**src/rtl/rf_wr_arbiter.sv**
```systemverilog
// rf_wr_arbiter: shares the register-file write port between the core
// writeback stage (port A, priority) and a FIFO-buffered slow unit (port B).
// Queued B writes are exported as a pending-register scoreboard.

// One FIFO entry: destination, data, and its scoreboard contribution.
module rf_wr_slot (
  input  logic        clk,
  input  logic        rst_n,
  input  logic        load,
  input  logic        clear,
  input  logic [4:0]  new_rw,
  input  logic [31:0] new_data,
  output logic [4:0]  rw,
  output logic [31:0] data,
  output logic [31:0] pend
);
  logic vld;

  // Entry storage; valid resets so queued writes vanish on reset.
  // Load and clear cannot hit the same slot in one cycle: that would
  // need a push into a full FIFO or a pop from an empty one.
  always_ff @(posedge clk or negedge rst_n) begin
    if (!rst_n) begin
      vld  <= 1'b0;
      rw   <= '0;
      data <= '0;
    end else if (load) begin
      vld  <= 1'b1;
      rw   <= new_rw;
      data <= new_data;
    end else if (clear) begin
      vld  <= 1'b0;
    end
  end

  // One-hot of the destination while the entry is live; r0 never pends.
  always_comb begin
    pend = '0;
    if (vld) pend[rw] = 1'b1;
    pend[0] = 1'b0;
  end
endmodule

module rf_wr_arbiter #(
  parameter int QDEPTH = 4,
  parameter int STARVE = 4
) (
  input  logic                       clk,
  input  logic                       rst_n,
  input  logic                       aWr,
  input  logic                       aLink,
  input  logic [4:0]                 aRw,
  input  logic [31:0]                aData,
  input  logic [31:0]                aPC,
  input  logic                       bValid,
  input  logic [4:0]                 bRw,
  input  logic [31:0]                bData,
  output logic                       bReady,
  output logic                       regWr,
  output logic                       regL,
  output logic [4:0]                 Rw,
  output logic [31:0]                busW,
  output logic [31:0]                curPC,
  output logic                       stall,
  output logic [31:0]                pending,
  output logic [$clog2(QDEPTH):0]    qCount
);
  localparam int PW = (QDEPTH > 1) ? $clog2(QDEPTH) : 1;
  localparam int CW = $clog2(QDEPTH) + 1;

  typedef struct packed {
    logic [4:0]  rw;
    logic [31:0] data;
  } b_req_t;

  logic [PW-1:0]                wptr, rptr;
  logic [CW-1:0]                count;
  logic [3:0]                   waitCnt;
  logic [QDEPTH-1:0][4:0]       slot_rw;
  logic [QDEPTH-1:0][31:0]      slot_data;
  logic [QDEPTH-1:0][31:0]      slot_pend;
  logic                         full, nonempty, push, pop, grant_a;
  b_req_t                       head;

  assign full     = (count == CW'(QDEPTH));
  assign nonempty = (count != '0);
  assign bReady   = !full;
  assign qCount   = count;
  assign stall    = (waitCnt == 4'(STARVE));
  // r0 pushes complete the handshake but are never queued.
  assign push     = bValid && bReady && (bRw != 5'd0);
  assign grant_a  = !stall && aWr;
  assign pop      = !grant_a && nonempty;
  assign head     = '{rw: slot_rw[rptr], data: slot_data[rptr]};

  genvar i;
  generate
    for (i = 0; i < QDEPTH; i++) begin : g_slot
      rf_wr_slot u_slot (
        .clk      (clk),
        .rst_n    (rst_n),
        .load     (push && (wptr == PW'(i))),
        .clear    (pop && (rptr == PW'(i))),
        .new_rw   (bRw),
        .new_data (bData),
        .rw       (slot_rw[i]),
        .data     (slot_data[i]),
        .pend     (slot_pend[i])
      );
    end
  endgenerate

  // Scoreboard: union of live entries' destinations.
  always_comb begin
    pending = '0;
    for (int k = 0; k < QDEPTH; k++) pending |= slot_pend[k];
  end

  // FIFO pointers/occupancy; pointers wrap naturally (power-of-two depth).
  always_ff @(posedge clk or negedge rst_n) begin
    if (!rst_n) begin
      wptr  <= '0;
      rptr  <= '0;
      count <= '0;
    end else begin
      if (push) wptr <= wptr + 1'b1;
      if (pop)  rptr <= rptr + 1'b1;
      count <= count + CW'(push) - CW'(pop);
    end
  end

  // Starvation counter: counts cycles the head loses to A.
  always_ff @(posedge clk or negedge rst_n) begin
    if (!rst_n)                 waitCnt <= '0;
    else if (pop || !nonempty)  waitCnt <= '0;
    else if (grant_a)           waitCnt <= waitCnt + 4'd1;
  end

  // Write-port mux: A first unless stalled, then the B head, else idle.
  always_comb begin
    regWr = 1'b0;
    regL  = 1'b0;
    Rw    = '0;
    busW  = '0;
    curPC = '0;
    if (rst_n) begin
      if (grant_a) begin
        regWr = 1'b1;
        regL  = aLink;
        Rw    = aRw;
        busW  = aData;
        curPC = aPC;
      end else if (nonempty) begin
        regWr = 1'b1;
        Rw    = head.rw;
        busW  = head.data;
      end
    end
  end
endmodule
```
**config.mk**
```make
export PLATFORM = sky130hd
export DESIGN_NAME = rf_wr_arbiter
export DESIGN_NICKNAME = d
export VERILOG_FILES = /design/src/rtl/rf_wr_arbiter.sv
export SDC_FILE = /design/constraint.sdc
export NUM_CORES = 1
export LEC_CHECK = 0
export CORE_MARGIN = 3
export CORE_UTILIZATION = 51
export DETAILED_ROUTE_END_ITERATION = 16
export PLACE_DENSITY = 0.86
export SYNTH_ARGS = -nofsm -noshare
export SYNTH_HDL_FRONTEND = slang
export SYNTH_SLANG_ARGS = --single-unit
```
**constraint.sdc**
```tcl
create_clock -name clk -period 2.9 [get_ports clk]
set_clock_uncertainty 0.15 [all_clocks]
set_input_delay 0.58 -clock clk [delete_from_list [all_inputs] [get_ports clk]]
set_output_delay 0.58 -clock clk [all_outputs]
set_load 0.01 [all_outputs]
```
# --- After elaboration in Yosys (flattened, before gate mapping) ---
# Cells that the tools add are included.
word_totals:
  out_inout_bits: 108
  wordCells: 110
  reg_bits: 163
  input_bits: 111
op_classes:
  mux: 39
  reduce_logical: 30
  add_sub_neg: 5
  bitwise: 3
  order_cmp: 9
  eq_ne: 8
op_table:
  columns: ["cell", "n"]
  rows:
  - ["two-way mux 32 bit", 10]
  - ["OR 32 bit", 3]
  - ["binary-select mux 32 bit (select 2 bit)", 1]
  - ["less-than comparator 5 x 6 -> 1 bit, second input constant", 4]
  - ["demux 1 bit (select 5 bit)", 4]
  - ["greater-or-equal comparator 5 x 1 -> 1 bit, second input constant", 4]
  - ["two-way mux 5 bit", 4]
  - ["two-way mux 1 bit", 17]
  - ["logical AND 1 bit", 16]
  - ["binary-select mux 5 bit (select 2 bit)", 1]
  - ["nonzero test 2 bit", 5]
  - ["== test 2 bit, second input constant", 4]
  - ["two-way mux 4 bit", 2]
  - ["nonzero test 5 bit", 1]
  - ["adder 2 x 1 -> 2 bit, second input constant", 2]
  - ["adder 4 x 1 -> 4 bit, second input constant", 1]
  - ["== test 2 x 1 -> 1 bit, second input constant", 2]
  - ["== test 4 x 3 -> 1 bit, second input constant", 1]
  - ["zero test 1 bit", 4]
  - ["zero test 2 bit", 2]
  - ["adder 3 x 1 -> 3 bit", 1]
  - ["== test 3 bit, second input constant", 1]
  - ["less-than comparator 2 x 3 -> 1 bit, second input constant", 1]
  - ["nonzero test 3 bit", 1]
  - ["2 further kinds", 2]

# --- Logic depth before layout (Yosys ltp) ---
depth:
  ltp_word: 8
  depth_mapped: 11
  depth_no_buf: 11

# --- Hierarchy ---
# A second synthesis with hierarchy kept.
unflattened:
  hier_cells: 752
  area_unflattened_um2: 9126.3
modules_own_cells:
  columns: ["module", "n_inst", "cells_per_inst", "seq_area_each_um2", "area_each_um2"]
  rows:
  - ["rf_wr_slot at g_slot[0].u_slot ...", 3, 130, 950.9, 1641.6]
  - ["rf_wr_arbiter", 1, 233, 275.3, 2565.0]
  - ["rf_wr_slot at g_slot[3].u_slot", 1, 129, 950.9, 1636.6]

# --- Worst setup path after synthesis ---
# OpenSTA, ideal clock, no wires.
synth_path:
  kind: "in2reg"
  from: "in bRw[0]"
  to: "reg count[2] (netlist: qCount[2])"
  path_stages: 9
  required_ns: 2.623
  arrival_time_ns: 2.292
  setup_time_ns: 0.127
  slack_ns: 0.331
  n_path_buf: 0
  cell_sequence: "nor4_4 -> a211o_1 -> ha_1 -> inv_1 -> ha_1 -> inv_1 -> fa_1 -> xnor2_1 -> xnor2_1"
synth_between:
  elab_chain_len: 4
synth_lines:
  columns: ["element", "line", "text"]
  rows:
  - ["start: declaration", "56", "input logic [4:0] bRw,"]
  - ["nonzero test 5 bit", "91", "assign push = bValid && bReady && (bRw != 5'd0);"]
  - ["logical AND 1 bit", "91", null]
  - ["adder 3 x 1 -> 3 bit", "128", "count <= count + CW'(push) - CW'(pop);"]
  - ["subtractor 3 x 1 -> 3 bit", "128", null]
  - ["end signal: assignment", "128", null]
  - ["end: declaration", "77", "logic [CW-1:0] count;"]
# No other way between the ends.
# A chain may end at the register's enable or synchronous reset.

# --- Final worst setup path ---
layout_path:
  from: "reg g_slot[0].u_slot.rw[2]"
  to: "out pending[15]"
layout_between:
  elab_chain_len: 8
  elab_cells_between_ends: 9
  cone_classes: "2 x order compare; 3 x mux; 3 x bitwise; 1 x reduce/logical"
layout_lines:
  columns: ["element", "line", "text"]
  rows:
  - ["start: declaration", "13", "output logic [4:0] rw,"]
  - ["start signal: assignment", "29", "rw <= new_rw;"]
  - ["less-than comparator 5 x 6 -> 1 bit (not written as such) / greater-or-equal comparator 5 x 1 -> 1 bit (equally long branches)", "39", "if (vld) pend[rw] = 1'b1;"]
  - ["logical AND 1 bit (not written as such)", "39", null]
  - ["two-way mux 1 bit (not written as such)", "39", null]
  - ["demux 1 bit (select 5 bit) *", null, null]
  - ["two-way mux 32 bit *", "39", null]
  - ["OR 32 bit * (3 in series)", "116", "for (int k = 0; k < QDEPTH; k++) pending |= slot_pend[k];"]
  - ["end: declaration", "65", "output logic [31:0] pending,"]
# Mark *: on every way between the ends. The rest lies on a longest branch, timed or not.

==> summary.md <==
| Metric | Value |
|---|---|
| Status | `completed` |
| Power density over the cells | `between 1000 and 1500 nW/um^2` |
| Fmax | `~0.35 GHz` |
| Vias | `7158` |
| Yosys warns | `0` |
| Io pins | `about 220` |
| Cell depth of the worst flop-to-flop path | `12` |
| Worst VDD drop | `0.722 mV` |
| Final wirelength | `~27000 microns` |
| Worst-Margin Slew | `1010 ps` |
| Initial core utilization | `0.529` |
| Worst EP required | `2170 ps` |
| Switching pwr | `roughly 4.8 mW` |
| Fin nets | `1065` |
| Worst Hold Class | `primary input to async pin` |
| Area growth from synthesis to layout | `37.0%` |
| Detail-routed via count per cell | `6.07` |
| Seq/Total Area, Yosys | `0.440` |
| Comb power frac | `0.493` |
| Largest net degree at the start of global routing | `a little over 80` |
| Placeable Area | `~18000 sq um` |
| Final setup margin | `approximately 46 ps` |
| CP max FO | `7` |
| Reg2reg start | `waitCnt[1]$_DFFE_PN0P_` |
| CTS Buffer Depth | `2` |
| Mapped Cells | `~700` |
| FF+latch count, synth | `between 150 and 200` |
| Vias in the first global route | `~7600` |
| Root buffer cell | `clkbuf_16` |
| IO buf count | `between 200 and 250` |
| Share of total power in the clock network | `0.180` |
| CP endpoint kind | `output port` |
| Worst slack, placed | `-200 ps` |
| First-pass GRT wire length | `around 43000 microns` |
| Final setup fails | `0` |
| Hpwl dp | `approximately 18000 microns` |
| H-tree levels | `4` |
| Initial antenna violation count | `0` |
| DRC Markers | `0` |
| Die span in y | `around 140 microns` |
| Sw frac | `0.351` |
| Reg2reg setup slack | `~260 ps` |
| Drt initial violations | `between 400 and 500` |
| Post-DRT Antenna Nets | `0` |
| CP top delay family | `buffers and inverters` |
| Share of layout cells above drive strength 1 | `0.427` |
| Worst EP arrival | `2120 ps` |
| Seq pwr share | `0.327` |
| Headroom to the max-slew limit | `0.329` |
| Pleak | `5.72 nW` |
| Die area | `around 20000 sq um` |
| CP Class | `register to output port` |
| Critical path buffers and inverters | `2` |
| Row cnt | `48` |
| Clk slew on worst S/H paths | `~60 ps` |
| Die Wd | `141 microns` |
| Syn avg cell area | `roughly 14 sq um` |
| DR pass1 iterations | `5` |
| CTS buffer count | `17` |
| Mapped cell area | `just over 9000 sq um` |
| Synth unique cells | `42` |
| CP peak stage delay | `between 400 and 500 ps` |
| Diodes inserted | `0` |
| CP max-delay cell | `clkdlybuf4s50_1` |
| Part of the cycle the worst path needs | `0.984` |
| Most used cells in the layout excluding fill and tap cells | `dfrtp_1, clkdlybuf4s50_1, mux2_4` |
| Crit start category | `register` |
| Hold Fails Final Rpt | `0` |
| Avg WL per Cell | `23.2 microns` |
| RR Endpoint | `qCount[2]$_DFF_PN0_` |
| GRT Overall Usage | `0.277` |
| Post-Route Setup TNS | `0 ps` |
| Most common cell after layout, fill and taps aside | `dfrtp_1` |
| Syn nets | `809` |
| Tmin final | `about 2900 ps` |
| Critical-path cell list | `buf_4, nand3b_1, o22ai_1, a221o_1, clkdlybuf4s50_1` |
| Routability cong. | `between 0.9 and 1` |
| Grt ovf | `0` |
| Max cap viols | `0` |
| Slew Limit Fails | `0` |
| CTS tree | `done` |
| Worst-Skew Late Latency | `~430 ps` |
| Cell Int Power | `between 8 and 9 mW` |
| Tightest hold margin | `199 ps` |
| CTS sink count | `roughly 160` |
==> per-stage QoR <==
step | area [sq um] | util | instances | total power [mW]
after CTS | 12700 | 0.725 | 1176 | 13.5
after global placement | 11900 | 0.680 | 1115 | 10.7
after floorplan | 9280 | - | 685 | 8.59
final | 12700 | 0.725 | 1179 | 13.6
after detailed placement | 11900 | 0.680 | 1115 | 10.9
after global routing | 12700 | 0.725 | 1179 | 14.3
==> final cells by class <==
| cell class | count | area, sq um |
|---|---|---|
| multi-input cells | 443 | 4940 |
| fillers | 1176 | 4820 |
| flip-flops and latches | 163 | 4100 |
| repair buffers | 291 | 2660 |
| clock buffers | 17 | 425 |
| well taps | 225 | 282 |
| clock inverters | 15 | 219 |
| inverters | 25 | 93.8 |
==> worst max path at each step <==
stage	from	to	slack, ps	depth (start not counted)
finish	g_slot[0].u_slot.rw[2]$_DFFE_PN0P_	pending[15]	50	5
global placement	aWr	busW[9]	-140	5
detailed placement	aWr	busW[16]	-200	5
CTS	waitCnt[1]$_DFFE_PN0P_	curPC[11]	-20	8
floorplan	bRw[0]	qCount[2]$_DFF_PN0_	330	9
global route	g_slot[2].u_slot.rw[0]$_DFFE_PN0P_	pending[30]	-40	5
==> power by group through the flow <==
stage               logic, mW  clock network [mW]  registers [mW]
finish                   6.72                2.46            4.45
global route             7.15                2.58            4.60
CTS                      6.66                2.49            4.40
detailed placement       6.54                   0            4.41
global placement         6.41                   0            4.31
floorplan                4.63                   0            3.97
==> flip-flops by register name (all words and copies together) (netlist names) <==
signal,count
rptr,2
qCount,3
waitCnt,4
g_slot.u_slot.data,128
g_slot.u_slot.vld,4
g_slot.u_slot.rw,20
wptr,2
==> worst register-to-register path, delay by kind of cell (launching register included) <==
family          cells  cell delay [ps]
simple gates        1              110
xor+xnor            2              320
buf+inv             4              370
flops               1              400
fa+ha+maj           4              980
compound gates      1              230
==> cell usage after synthesis, drive strengths merged <==
library cell  number  area, sq um
a211o              6         52.6
a211oi             9         92.6
a21oi              2         10.0
a221o              6         60.1
a22o              37          324
a22oi             12         90.1
a2bb2oi            7         61.3
and2              33          206
and3               5         31.3
and3b              7         61.3
buf               24          198
clkbuf            30          113
conb               1         3.75
dfrtp            163         4080
fa                 1         20.0
ha                12          150
inv               25         93.8
mux2             150         1970
mux4              37          833
nand2             12         45.0
nand3              7         35.0
nand3b            17          140
nor2              15         56.3
nor3               2         15.0
nor3b             11         87.6
nor4               1         21.3
o211ai             1         7.51
o21bai             4         30.0
o221ai            19          166
o22a               1         8.76
o22ai             11         68.8
or3                3         18.8
or3b               8         70.1
xnor2              5         43.8
xor2               1         8.76
==> logic make-up (layout without fill, tap and decap cells) <==
kind of cell,Yosys count,after routing,synth area share
xor gates and xnor gates,6,6,0.00566
AOI/OAI and AO/OA,115,115,0.105
and+or+nand+nor,121,121,0.0850
other,1,1,0.000404
adders and majority gates,13,13,0.0183
buffers and inverters,79,348,0.0436
DFF,163,163,0.440
muxes,187,187,0.303
==> what timing repair did <==
action / CTS / global route
cloned: 4 / 0
hold endpoints to repair: 6 / 0
buffers inserted: 24 / 7
hold buffers: 1 / 0
pin swaps: 4 / 4
resized for setup: 230 / 78
endpoints found under the setup margin: 99 / 75
==> per-layer routing <==
layer  routed length, microns  share of wire  GRT usage  up-vias
li1                         -              -          -     3097
met1                    10600           0.39      0.348     3593
met2                    13500           0.49      0.459      387
met3                     2230          0.081     0.0695       81
met4                     1020          0.037      0.113        0
met5                        0              0          0        -
Power figures use the tool's default switching activity.
